**config.mk**
```make
export PLATFORM = sky130hd
export DESIGN_NAME = pipe_hazard_unit_flat
export DESIGN_NICKNAME = d
export VERILOG_FILES = /design/src/rtl/pipe_pkg.sv /design/src/rtl/pipe_hazard_unit_if.sv /design/src/rtl/pipe_hazard_unit_sb_match.sv /design/src/rtl/pipe_hazard_unit.sv /design/src/flat_wrapper.sv
export SDC_FILE = /design/constraint.sdc
export NUM_CORES = 1
export LEC_CHECK = 0
export BUFFER_PORTS_ARGS = -buffer_cell sky130_fd_sc_hd__buf_2
export CAP_MARGIN = 10
export CORE_UTILIZATION = 52
export DETAILED_ROUTE_END_ITERATION = 16
export PLACE_DENSITY_LB_ADDON = 0.12
export SYNTH_ARGS = -nofsm -noshare
export SYNTH_HDL_FRONTEND = slang
export SYNTH_HIERARCHICAL = 1
export SYNTH_SLANG_ARGS = --single-unit
```
**constraint.sdc**
```tcl
create_clock -name clk -period 2.6 [get_ports clk]
set_input_delay 0.13 -clock clk [delete_from_list [all_inputs] [get_ports clk]]
set_output_delay 0.13 -clock clk [all_outputs]
set_load 0.05 [all_outputs]
```
**src/rtl/pipe_pkg.sv**
```systemverilog
// Shared types and constants for the pipeline hazard unit.
// PIPE_FWD_EN selects forwarding; without it every in-flight writer stalls.
package pipe_pkg;

    // Widest register number a scoreboard slot can hold; narrower ids are zero-extended.
    localparam int REG_ADDR_MAX_W = 8;

    localparam int FWD_REGFILE    = 0;
    localparam int ALU_READY_SLOT = 2;

    localparam logic [REG_ADDR_MAX_W-1:0] REG_ZERO = '0;

`ifdef PIPE_FWD_EN
    localparam bit FWD_EN = 1'b1;
`else
    localparam bit FWD_EN = 1'b0;
`endif

    typedef struct packed {
        logic                      valid;
        logic                      wr_en;
        logic [REG_ADDR_MAX_W-1:0] wr_reg;
        logic                      is_load;
    } sb_slot_t;

    // Slot at whose output a producer's result first exists.
    function automatic int ready_slot(input logic is_load, input int load_ready);
        return is_load ? load_ready : ALU_READY_SLOT;
    endfunction

endpackage

```
**src/rtl/pipe_hazard_unit_if.sv**
```systemverilog
// ID-side bus between the decode stage and the hazard unit.
// Widths follow the unit's REG_ADDR_W, DEPTH and CNT_W.
interface pipe_hazard_unit_if #(
    parameter int REG_ADDR_W = 5,
    parameter int DEPTH      = 3,
    parameter int CNT_W      = 16
);
    localparam int FW = $clog2(DEPTH + 1);

    logic                  id_valid;
    logic [REG_ADDR_W-1:0] id_rs;
    logic [REG_ADDR_W-1:0] id_rt;
    logic                  id_use_rs;
    logic                  id_use_rt;
    logic                  id_wr_en;
    logic [REG_ADDR_W-1:0] id_wr_reg;
    logic                  id_is_load;
    logic                  ex_redirect;

    logic                  stall;
    logic                  flush_if_id;
    logic                  flush_id_ex;
    logic [FW-1:0]         fwd_a_sel;
    logic [FW-1:0]         fwd_b_sel;
    logic [CNT_W-1:0]      stall_count;

    modport master (
        output id_valid, id_rs, id_rt, id_use_rs, id_use_rt,
               id_wr_en, id_wr_reg, id_is_load, ex_redirect,
        input  stall, flush_if_id, flush_id_ex, fwd_a_sel, fwd_b_sel, stall_count
    );

    modport slave (
        input  id_valid, id_rs, id_rt, id_use_rs, id_use_rt,
               id_wr_en, id_wr_reg, id_is_load, ex_redirect,
        output stall, flush_if_id, flush_id_ex, fwd_a_sel, fwd_b_sel, stall_count
    );

endinterface

```
**src/rtl/pipe_hazard_unit_sb_match.sv**
```systemverilog
// Youngest-match priority encoder over the checked scoreboard slots for one source.
// Hazard rule depends on PIPE_FWD_EN (via pipe_pkg::FWD_EN).
module sb_match
    import pipe_pkg::*;
#(
    parameter int DEPTH      = 3,
    parameter int LOAD_READY = 3,
    parameter int REG_ADDR_W = 5,
    parameter int FW         = $clog2(DEPTH + 1)
) (
    input  sb_slot_t              i_slots [1:DEPTH-1],
    input  logic [REG_ADDR_W-1:0] i_src,
    input  logic                  i_use,
    output logic                  o_hazard,
    output logic [FW-1:0]         o_sel
);

    logic [REG_ADDR_MAX_W-1:0] w_src;
    int                        w_ready;

    // NOTE: every output gets a default before the loop so no path infers a latch.
    always_comb begin
        w_src    = REG_ADDR_MAX_W'(i_src);
        w_ready  = 0;
        o_hazard = 1'b0;
        o_sel    = '0;
        // Oldest to youngest, so the youngest match overwrites the others.
        for (int k = DEPTH - 1; k >= 1; k--) begin
            if (i_use && w_src != REG_ZERO && i_slots[k].valid &&
                i_slots[k].wr_en && i_slots[k].wr_reg == w_src) begin
                // Without forwarding nothing is ready before the writer leaves slot DEPTH-1.
                w_ready  = FWD_EN ? ready_slot(i_slots[k].is_load, LOAD_READY) : DEPTH + 1;
                o_hazard = (k + 1) < w_ready;
                o_sel    = FWD_EN ? FW'(k + 1) : FW'(FWD_REGFILE);
            end
        end
    end

endmodule

```
**src/rtl/pipe_hazard_unit.sv**
```systemverilog
// Hazard-control unit: scoreboard of in-flight writers, load-use stall, redirect flushes
// and registered EX forwarding selects. Forwarding is enabled by PIPE_FWD_EN.
module pipe_hazard_unit
    import pipe_pkg::*;
#(
    parameter int REG_ADDR_W = 5,
    parameter int DEPTH      = 3,
    parameter int LOAD_READY = 3,
    parameter int CNT_W      = 16,
    parameter int FW         = $clog2(DEPTH + 1)
) (
    input logic                clk,
    input logic                reset,
    pipe_hazard_unit_if.slave  bus
);

    // Slot DEPTH is never checked (write-before-read register file), so it is not stored.
    sb_slot_t          r_sb [1:DEPTH-1];
    logic [FW-1:0]     r_fwd_a_sel;
    logic [FW-1:0]     r_fwd_b_sel;
    logic [CNT_W-1:0]  r_stall_count;

    logic              w_haz_a;
    logic              w_haz_b;
    logic [FW-1:0]     w_sel_a;
    logic [FW-1:0]     w_sel_b;
    logic              w_stall;
    logic              w_advance;
    sb_slot_t          w_new_slot;

    sb_match #(.DEPTH(DEPTH), .LOAD_READY(LOAD_READY), .REG_ADDR_W(REG_ADDR_W), .FW(FW)) u_match_rs (
        .i_slots  (r_sb),
        .i_src    (bus.id_rs),
        .i_use    (bus.id_use_rs),
        .o_hazard (w_haz_a),
        .o_sel    (w_sel_a)
    );

    sb_match #(.DEPTH(DEPTH), .LOAD_READY(LOAD_READY), .REG_ADDR_W(REG_ADDR_W), .FW(FW)) u_match_rt (
        .i_slots  (r_sb),
        .i_src    (bus.id_rt),
        .i_use    (bus.id_use_rt),
        .o_hazard (w_haz_b),
        .o_sel    (w_sel_b)
    );

    // The redirect wins over a stall; reset masks both straight away.
    always_comb begin
        w_stall    = !reset && bus.id_valid && (w_haz_a || w_haz_b) && !bus.ex_redirect;
        w_advance  = bus.id_valid && !w_stall && !bus.ex_redirect;
        w_new_slot = '0;
        if (w_advance) begin
            w_new_slot.valid   = 1'b1;
            w_new_slot.wr_en   = bus.id_wr_en;
            w_new_slot.wr_reg  = REG_ADDR_MAX_W'(bus.id_wr_reg);
            w_new_slot.is_load = bus.id_is_load;
        end
    end

    // NOTE: the scoreboard is cleared on reset because a stale valid bit would raise a phantom stall.
    always_ff @(posedge clk) begin
        if (reset) begin
            for (int k = 1; k <= DEPTH - 1; k++) begin
                r_sb[k] <= '0;
            end
            r_fwd_a_sel   <= '0;
            r_fwd_b_sel   <= '0;
            r_stall_count <= '0;
        end else begin
            // NOTE: non-blocking so each slot takes its neighbour's pre-edge value.
            r_sb[1] <= w_new_slot;
            for (int k = 2; k <= DEPTH - 1; k++) begin
                r_sb[k] <= r_sb[k-1];
            end
            r_fwd_a_sel <= w_advance ? w_sel_a : FW'(FWD_REGFILE);
            r_fwd_b_sel <= w_advance ? w_sel_b : FW'(FWD_REGFILE);
            if (w_stall && r_stall_count != '1) begin
                r_stall_count <= r_stall_count + 1'b1;
            end
        end
    end

    assign bus.stall       = w_stall;
    assign bus.flush_if_id = !reset && bus.ex_redirect;
    assign bus.flush_id_ex = !reset && bus.ex_redirect;
    assign bus.fwd_a_sel   = r_fwd_a_sel;
    assign bus.fwd_b_sel   = r_fwd_b_sel;
    assign bus.stall_count = r_stall_count;

endmodule

```
**src/flat_wrapper.sv**
```systemverilog
// flat-port wrapper written by rule: the top's interface ports become plain ports
module pipe_hazard_unit_flat import pipe_pkg::*;
#(
    parameter int REG_ADDR_W = 5,
    parameter int DEPTH      = 3,
    parameter int LOAD_READY = 3,
    parameter int CNT_W      = 16,
    parameter int FW         = $clog2(DEPTH + 1)
)
  (clk, reset, bus_id_valid, bus_id_rs, bus_id_rt, bus_id_use_rs, bus_id_use_rt, bus_id_wr_en, bus_id_wr_reg, bus_id_is_load, bus_ex_redirect, bus_stall, bus_flush_if_id, bus_flush_id_ex, bus_fwd_a_sel, bus_fwd_b_sel, bus_stall_count);
  pipe_hazard_unit_if #(.REG_ADDR_W(REG_ADDR_W), .DEPTH(DEPTH), .CNT_W(CNT_W)) bus_i ();
  input logic clk;
  input logic reset;
  input wire logic [$bits(bus_i.id_valid)-1:0] bus_id_valid;
  input wire logic [$bits(bus_i.id_rs)-1:0] bus_id_rs;
  input wire logic [$bits(bus_i.id_rt)-1:0] bus_id_rt;
  input wire logic [$bits(bus_i.id_use_rs)-1:0] bus_id_use_rs;
  input wire logic [$bits(bus_i.id_use_rt)-1:0] bus_id_use_rt;
  input wire logic [$bits(bus_i.id_wr_en)-1:0] bus_id_wr_en;
  input wire logic [$bits(bus_i.id_wr_reg)-1:0] bus_id_wr_reg;
  input wire logic [$bits(bus_i.id_is_load)-1:0] bus_id_is_load;
  input wire logic [$bits(bus_i.ex_redirect)-1:0] bus_ex_redirect;
  output wire logic [$bits(bus_i.stall)-1:0] bus_stall;
  output wire logic [$bits(bus_i.flush_if_id)-1:0] bus_flush_if_id;
  output wire logic [$bits(bus_i.flush_id_ex)-1:0] bus_flush_id_ex;
  output wire logic [$bits(bus_i.fwd_a_sel)-1:0] bus_fwd_a_sel;
  output wire logic [$bits(bus_i.fwd_b_sel)-1:0] bus_fwd_b_sel;
  output wire logic [$bits(bus_i.stall_count)-1:0] bus_stall_count;
  assign bus_i.id_valid = bus_id_valid;
  assign bus_i.id_rs = bus_id_rs;
  assign bus_i.id_rt = bus_id_rt;
  assign bus_i.id_use_rs = bus_id_use_rs;
  assign bus_i.id_use_rt = bus_id_use_rt;
  assign bus_i.id_wr_en = bus_id_wr_en;
  assign bus_i.id_wr_reg = bus_id_wr_reg;
  assign bus_i.id_is_load = bus_id_is_load;
  assign bus_i.ex_redirect = bus_ex_redirect;
  assign bus_stall = bus_i.stall;
  assign bus_flush_if_id = bus_i.flush_if_id;
  assign bus_flush_id_ex = bus_i.flush_id_ex;
  assign bus_fwd_a_sel = bus_i.fwd_a_sel;
  assign bus_fwd_b_sel = bus_i.fwd_b_sel;
  assign bus_stall_count = bus_i.stall_count;
  pipe_hazard_unit #(.REG_ADDR_W(REG_ADDR_W), .DEPTH(DEPTH), .LOAD_READY(LOAD_READY), .CNT_W(CNT_W), .FW(FW)) u_core (.clk(clk), .reset(reset), .bus(bus_i));
endmodule
```
======== After elaboration in Yosys (flattened, before gate mapping) ========
Index checks and enable logic that the tools add are counted.
word-level totals
  bits in registers ....................... 36
  input port bits ......................... 23
  output and inout bits ................... 23
  word-level logic and storage cells ...... 48
operators by class
  add/subtract/negate cells ............... 1
  eq/ne operators ......................... 5
  mux-type cells .......................... 5
  bitwise logic cells ..................... 1
  reduce and logical (&&, ||, !) cells .... 28
operators with widths
  operator               number
  $eq 8x5->1             4
  $logic_and 1x1->1      21
  $add 16x1->16 const B  1
  $ne 16x16->1 const B   1
  $mux 11                1
  $reduce_bool 5->1      2
  $mux 1                 4
  $logic_not 1->1        3
  $reduce_or 2->1        1
  $logic_or 1x1->1       1
  $not 1->1              1

======== Longest topological paths before layout ========
  depth after elaboration ................. 15
  mapped depth ............................ 8
  gate-level depth less buffers ........... 8

======== Hierarchy ========
The synthesis kept the hierarchy.
modules (own cells, without submodules)
  module            instances  cells each  area each (um^2)  seq. area each (um^2)
  pipe_hazard_unit  1          144         1,395.1           720.7
  sb_match          2          23          170.2             0.0

======== Worst setup path before layout ========
No wires, ideal clock.
  path type ............................... register to register
  start ................................... register u_core/r_sb[14] (netlist name)
  end ..................................... register u_core.r_stall_count[14] (netlist: u_core/bus.stall_count[14])
  library setup time ...................... 0.070 ns
  arrival ................................. 2.055 ns
  data required time ...................... 2.530 ns
  setup slack ............................. 0.474 ns
  stages on the path, launching flop included .. 9
  period minus slack after synthesis ...... 2.126 ns
  cells stage by stage .................... dfxtp_1 xor2_1 nor4_1 a22oi_1 nor2_1 nor2_1 or3_4 or4_1 a21oi_1
between the ends
  longest elaborated chain between the ends .. 7
ends and longest elaborated chain
  item                             RTL line                         source
  start, declared                  pipe_hazard_unit.sv:18           sb_slot_t r_sb [1:DEPTH-1];
  start signal, assigned by index  pipe_hazard_unit.sv:73           r_sb[k] <= r_sb[k-1];
  $eq 8x5->1                       pipe_hazard_unit_sb_match.sv:30  i_slots[k].wr_en && i_slots[k].wr_reg == w_src) begin
  $logic_and 1x1->1                pipe_hazard_unit_sb_match.sv:30
  $mux 1                           pipe_hazard_unit_sb_match.sv:29  if (i_use && w_src != REG_ZERO && i_slots[k].valid &&
  named net u_core.w_haz_b         pipe_hazard_unit.sv:24           logic w_haz_b;
  $logic_or 1x1->1                 pipe_hazard_unit.sv:49           w_stall = !reset && bus.id_valid && (w_haz_a || w_haz_b) && !bus.ex_redirect;
  $logic_and 1x1->1 (2 in series)  pipe_hazard_unit.sv:49
  $logic_and 1x1->1                pipe_hazard_unit.sv:77           if (w_stall && r_stall_count != '1) begin
  end signal, assigned             pipe_hazard_unit.sv:78           r_stall_count <= r_stall_count + 1'b1;
  end, declared                    pipe_hazard_unit.sv:21           logic [CNT_W-1:0] r_stall_count;
The timed path passes the listed nets, and every way through them passes these cells.
A chain may end at the register's enable or synchronous reset.

======== Final worst setup path ========
  start ................................... register u_core/r_sb[13] (netlist name)
  end ..................................... register u_core.r_stall_count[14] (netlist: u_core/bus.stall_count[14])
The elaborated chain is that of the path after synthesis.

==> flow_summary_export.csv <==
group,metric,value,unit
timing,rsz0062_at_grt,"false",
critical_path,cpPeakStageDelay,0.47,ns
power_and_ir_drop,power_per_cell_area,478,nW/um^2
power_and_ir_drop,pwr-share-clk,38.7,%
yosys,netlist_area,1680,um^2
timing,worst_slack,0.174,ns
grt,antenna_found_initial,0,
timing,fin_crit,2.43,ns
finish,n_antenna_cell,0,
floorplan,die_x,58.9,um
power_and_ir_drop,p_sw_share,23.8,%
timing,hold_viol_final,0,
critical_path,path_buf_inv,0,
timing,tightest_slew,0.817,ns
floorplan,start_util,55.1,%
timing,skew,0.00580,ns
power_and_ir_drop,pwr-share-comb,8.0,%
finish,nets,270,
grt,grt_pass1_wl,6700,um
run,cap_violations,0,
routing,wl_met3,160,um
clocking,numClockSinks,34,
floorplan,row_count,20,
routing,viasPerCell,5.57,
critical_path,cp.required,2.87,ns
min_path,hp-class,"in2reg",
grt,first_global_vias,1487,
yosys,avgSynthCellArea,9.05,um^2
timing,fin_crit_sh,93.3,%
routing,first_pass_iters,4,
floorplan,die_height,58.9,um
critical_path,reg2reg_setup_slack,0.17,ns
grt,grt-ovfl-total,0,
timing,max_freq,0.412,GHz
power_and_ir_drop,leakage,0.926,nW
clocking,cts_tree,"yes",
placement,dp_hpwl,2930,um
clocking,root_buffer,"clkbuf_4",
routing,wirelength,3990,um
grt,grt_use_total,25.7,%
power_and_ir_drop,ir_drop,0.345,mV
power_and_ir_drop,p_sw,0.000238,W
placement,port_buffers,44,
clocking,clk_latency,0.34,ns
routing,drtAntennaViolNets,0,
finish,area_growth,24.2,%
yosys,syn_inst,186,
floorplan,num_io_pins,46,
routing,vias,1621,
floorplan,core_area,3050,um^2
timing,setup_viol,0,
timing,drv_slew,0,
power_and_ir_drop,seqPwrFrac,53.3,%
timing,tns,0,ns
routing,drt-initial-drc-count,101,
critical_path,crit_path_end_kind,"flip-flop",
routing,drt-met1-wl,1830,um
placement,place_area,1980,um^2
yosys,yosysWarnings,6,
critical_path,crit_family,"simple AND/OR/NAND/NOR gates",
critical_path,crit_slowest_cell,"or4_1",
routing,drc,0,
clocking,path_clk_slew,0.11,ns
power_and_ir_drop,p_int,0.000762,W
finish,drive_above_1_share,25.5,%
run_status,status,"complete, no violations",
routing,wl_met2,1960,um
critical_path,critical_path_peak_fanout,6,
routing,highest_layer,"met4",
finish,nFillCells,271,
timing,hold_slack,0.0148,ns
finish,design_area,2090,um^2
critical_path,arrival,2.69,ns
placement,gp_congestion,0.808,
clocking,htreeDepth,2,
grt,grt_max_degree,25,
timing,relSlewSlack,45.1,%
critical_path,startpoint_type,"flip-flop",
routing,routedWlPerCell,13.7,um
critical_path,critPathKind,"reg2reg",
clocking,clockBufferDepth,2,
critical_path,crit_chain,"xor2_1 > nor4_1 > a22oi_1 > nor2_2 > nor2_1 > or3_4 > or4_1 > a21oi_1",
placement,dp_slack,0.0842,ns
clocking,cts_buffers,5,
floorplan,die_area,3470,um^2
what timing repair did:
item                       in CTS  in global routing
hold buffers                    2                  0
hold endpoints to repair        2                  0
gates resized for setup         0                  2
setup buffers                   0                  1
setup endpoints to repair       0                  8
layout by cell type, fill, tap and decap left out, drive strengths merged, types with 6 or more instances in the layout:
master and n:
buf 49, o31ai 7, o21ai 7, or4 8
conb 16, a21oi 12, and3 11, nand4 6
dfxtp 34, nor4 10, nor2b 8, xor2 20
registers in the layout (all words and copies together), names as in the netlist:
name                    cells
u_core/bus.stall_count     16
u_core/bus.fwd_a_sel        2
u_core/r_sb                14
u_core/bus.fwd_b_sel        2
worst paths after layout:
path                              startpoint                                       to  depth (start not counted)
setup / recovery  u_core/r_sb[13]$_SDFF_PP0_  u_core/bus.stall_count[14]$_SDFFE_PP0P_                          8
setup reg to reg  u_core/r_sb[13]$_SDFF_PP0_  u_core/bus.stall_count[14]$_SDFFE_PP0P_                          8
hold reg to reg   u_core/r_sb[21]$_SDFF_PP0_               u_core/r_sb[10]$_SDFF_PP0_                          1
hold / removal                  bus_id_wr_en               u_core/r_sb[20]$_SDFF_PP0_                          2
metal layers:
metal  global-route usage [%]  vias up
met4                     8.16        0
met2                     42.9       46
met3                     4.62        5
li1                         -      798
met1                     33.7      772
met5                        0        -
power groups by stage:
| stage | sequential (W) | combinational [W] | clock (W) |
|---|---|---|---|
| floorplan | 0.000549 | 0.0000429 | 0 |
| global placement | 0.000544 | 0.0000718 | 0 |
| detailed placement | 0.000544 | 0.0000756 | 0 |
| CTS | 0.000532 | 0.0000784 | 0.000397 |
| global route | 0.000534 | 0.0000876 | 0.000413 |
| finish | 0.000533 | 0.0000797 | 0.000387 |
layout make-up:
cell class                 count  area [um^2]  area share (%)
inverter                       4         15.0           0.719
multi-input combinational    150          977            46.8
clock buffer                   5         37.5            1.80
tap                           44         55.1            2.63
clock inverter                 3         45.0            2.16
sequential                    34          682            32.6
timing repair buffer          51          278            13.3
per-stage QoR:
step | cells | utilization, % | power, W
3_3_place_gp | 280 | 64.7 | 0.000616
5_1_grt | 291 | 68.4 | 0.00103
2_1_floorplan | 199 | - | 0.000592
3_5_place_dp | 280 | 64.7 | 0.000620
4_1_cts | 290 | 68.1 | 0.00101
6_report | 291 | 68.4 | 0.000999
Power figures use the tool's default switching activity.
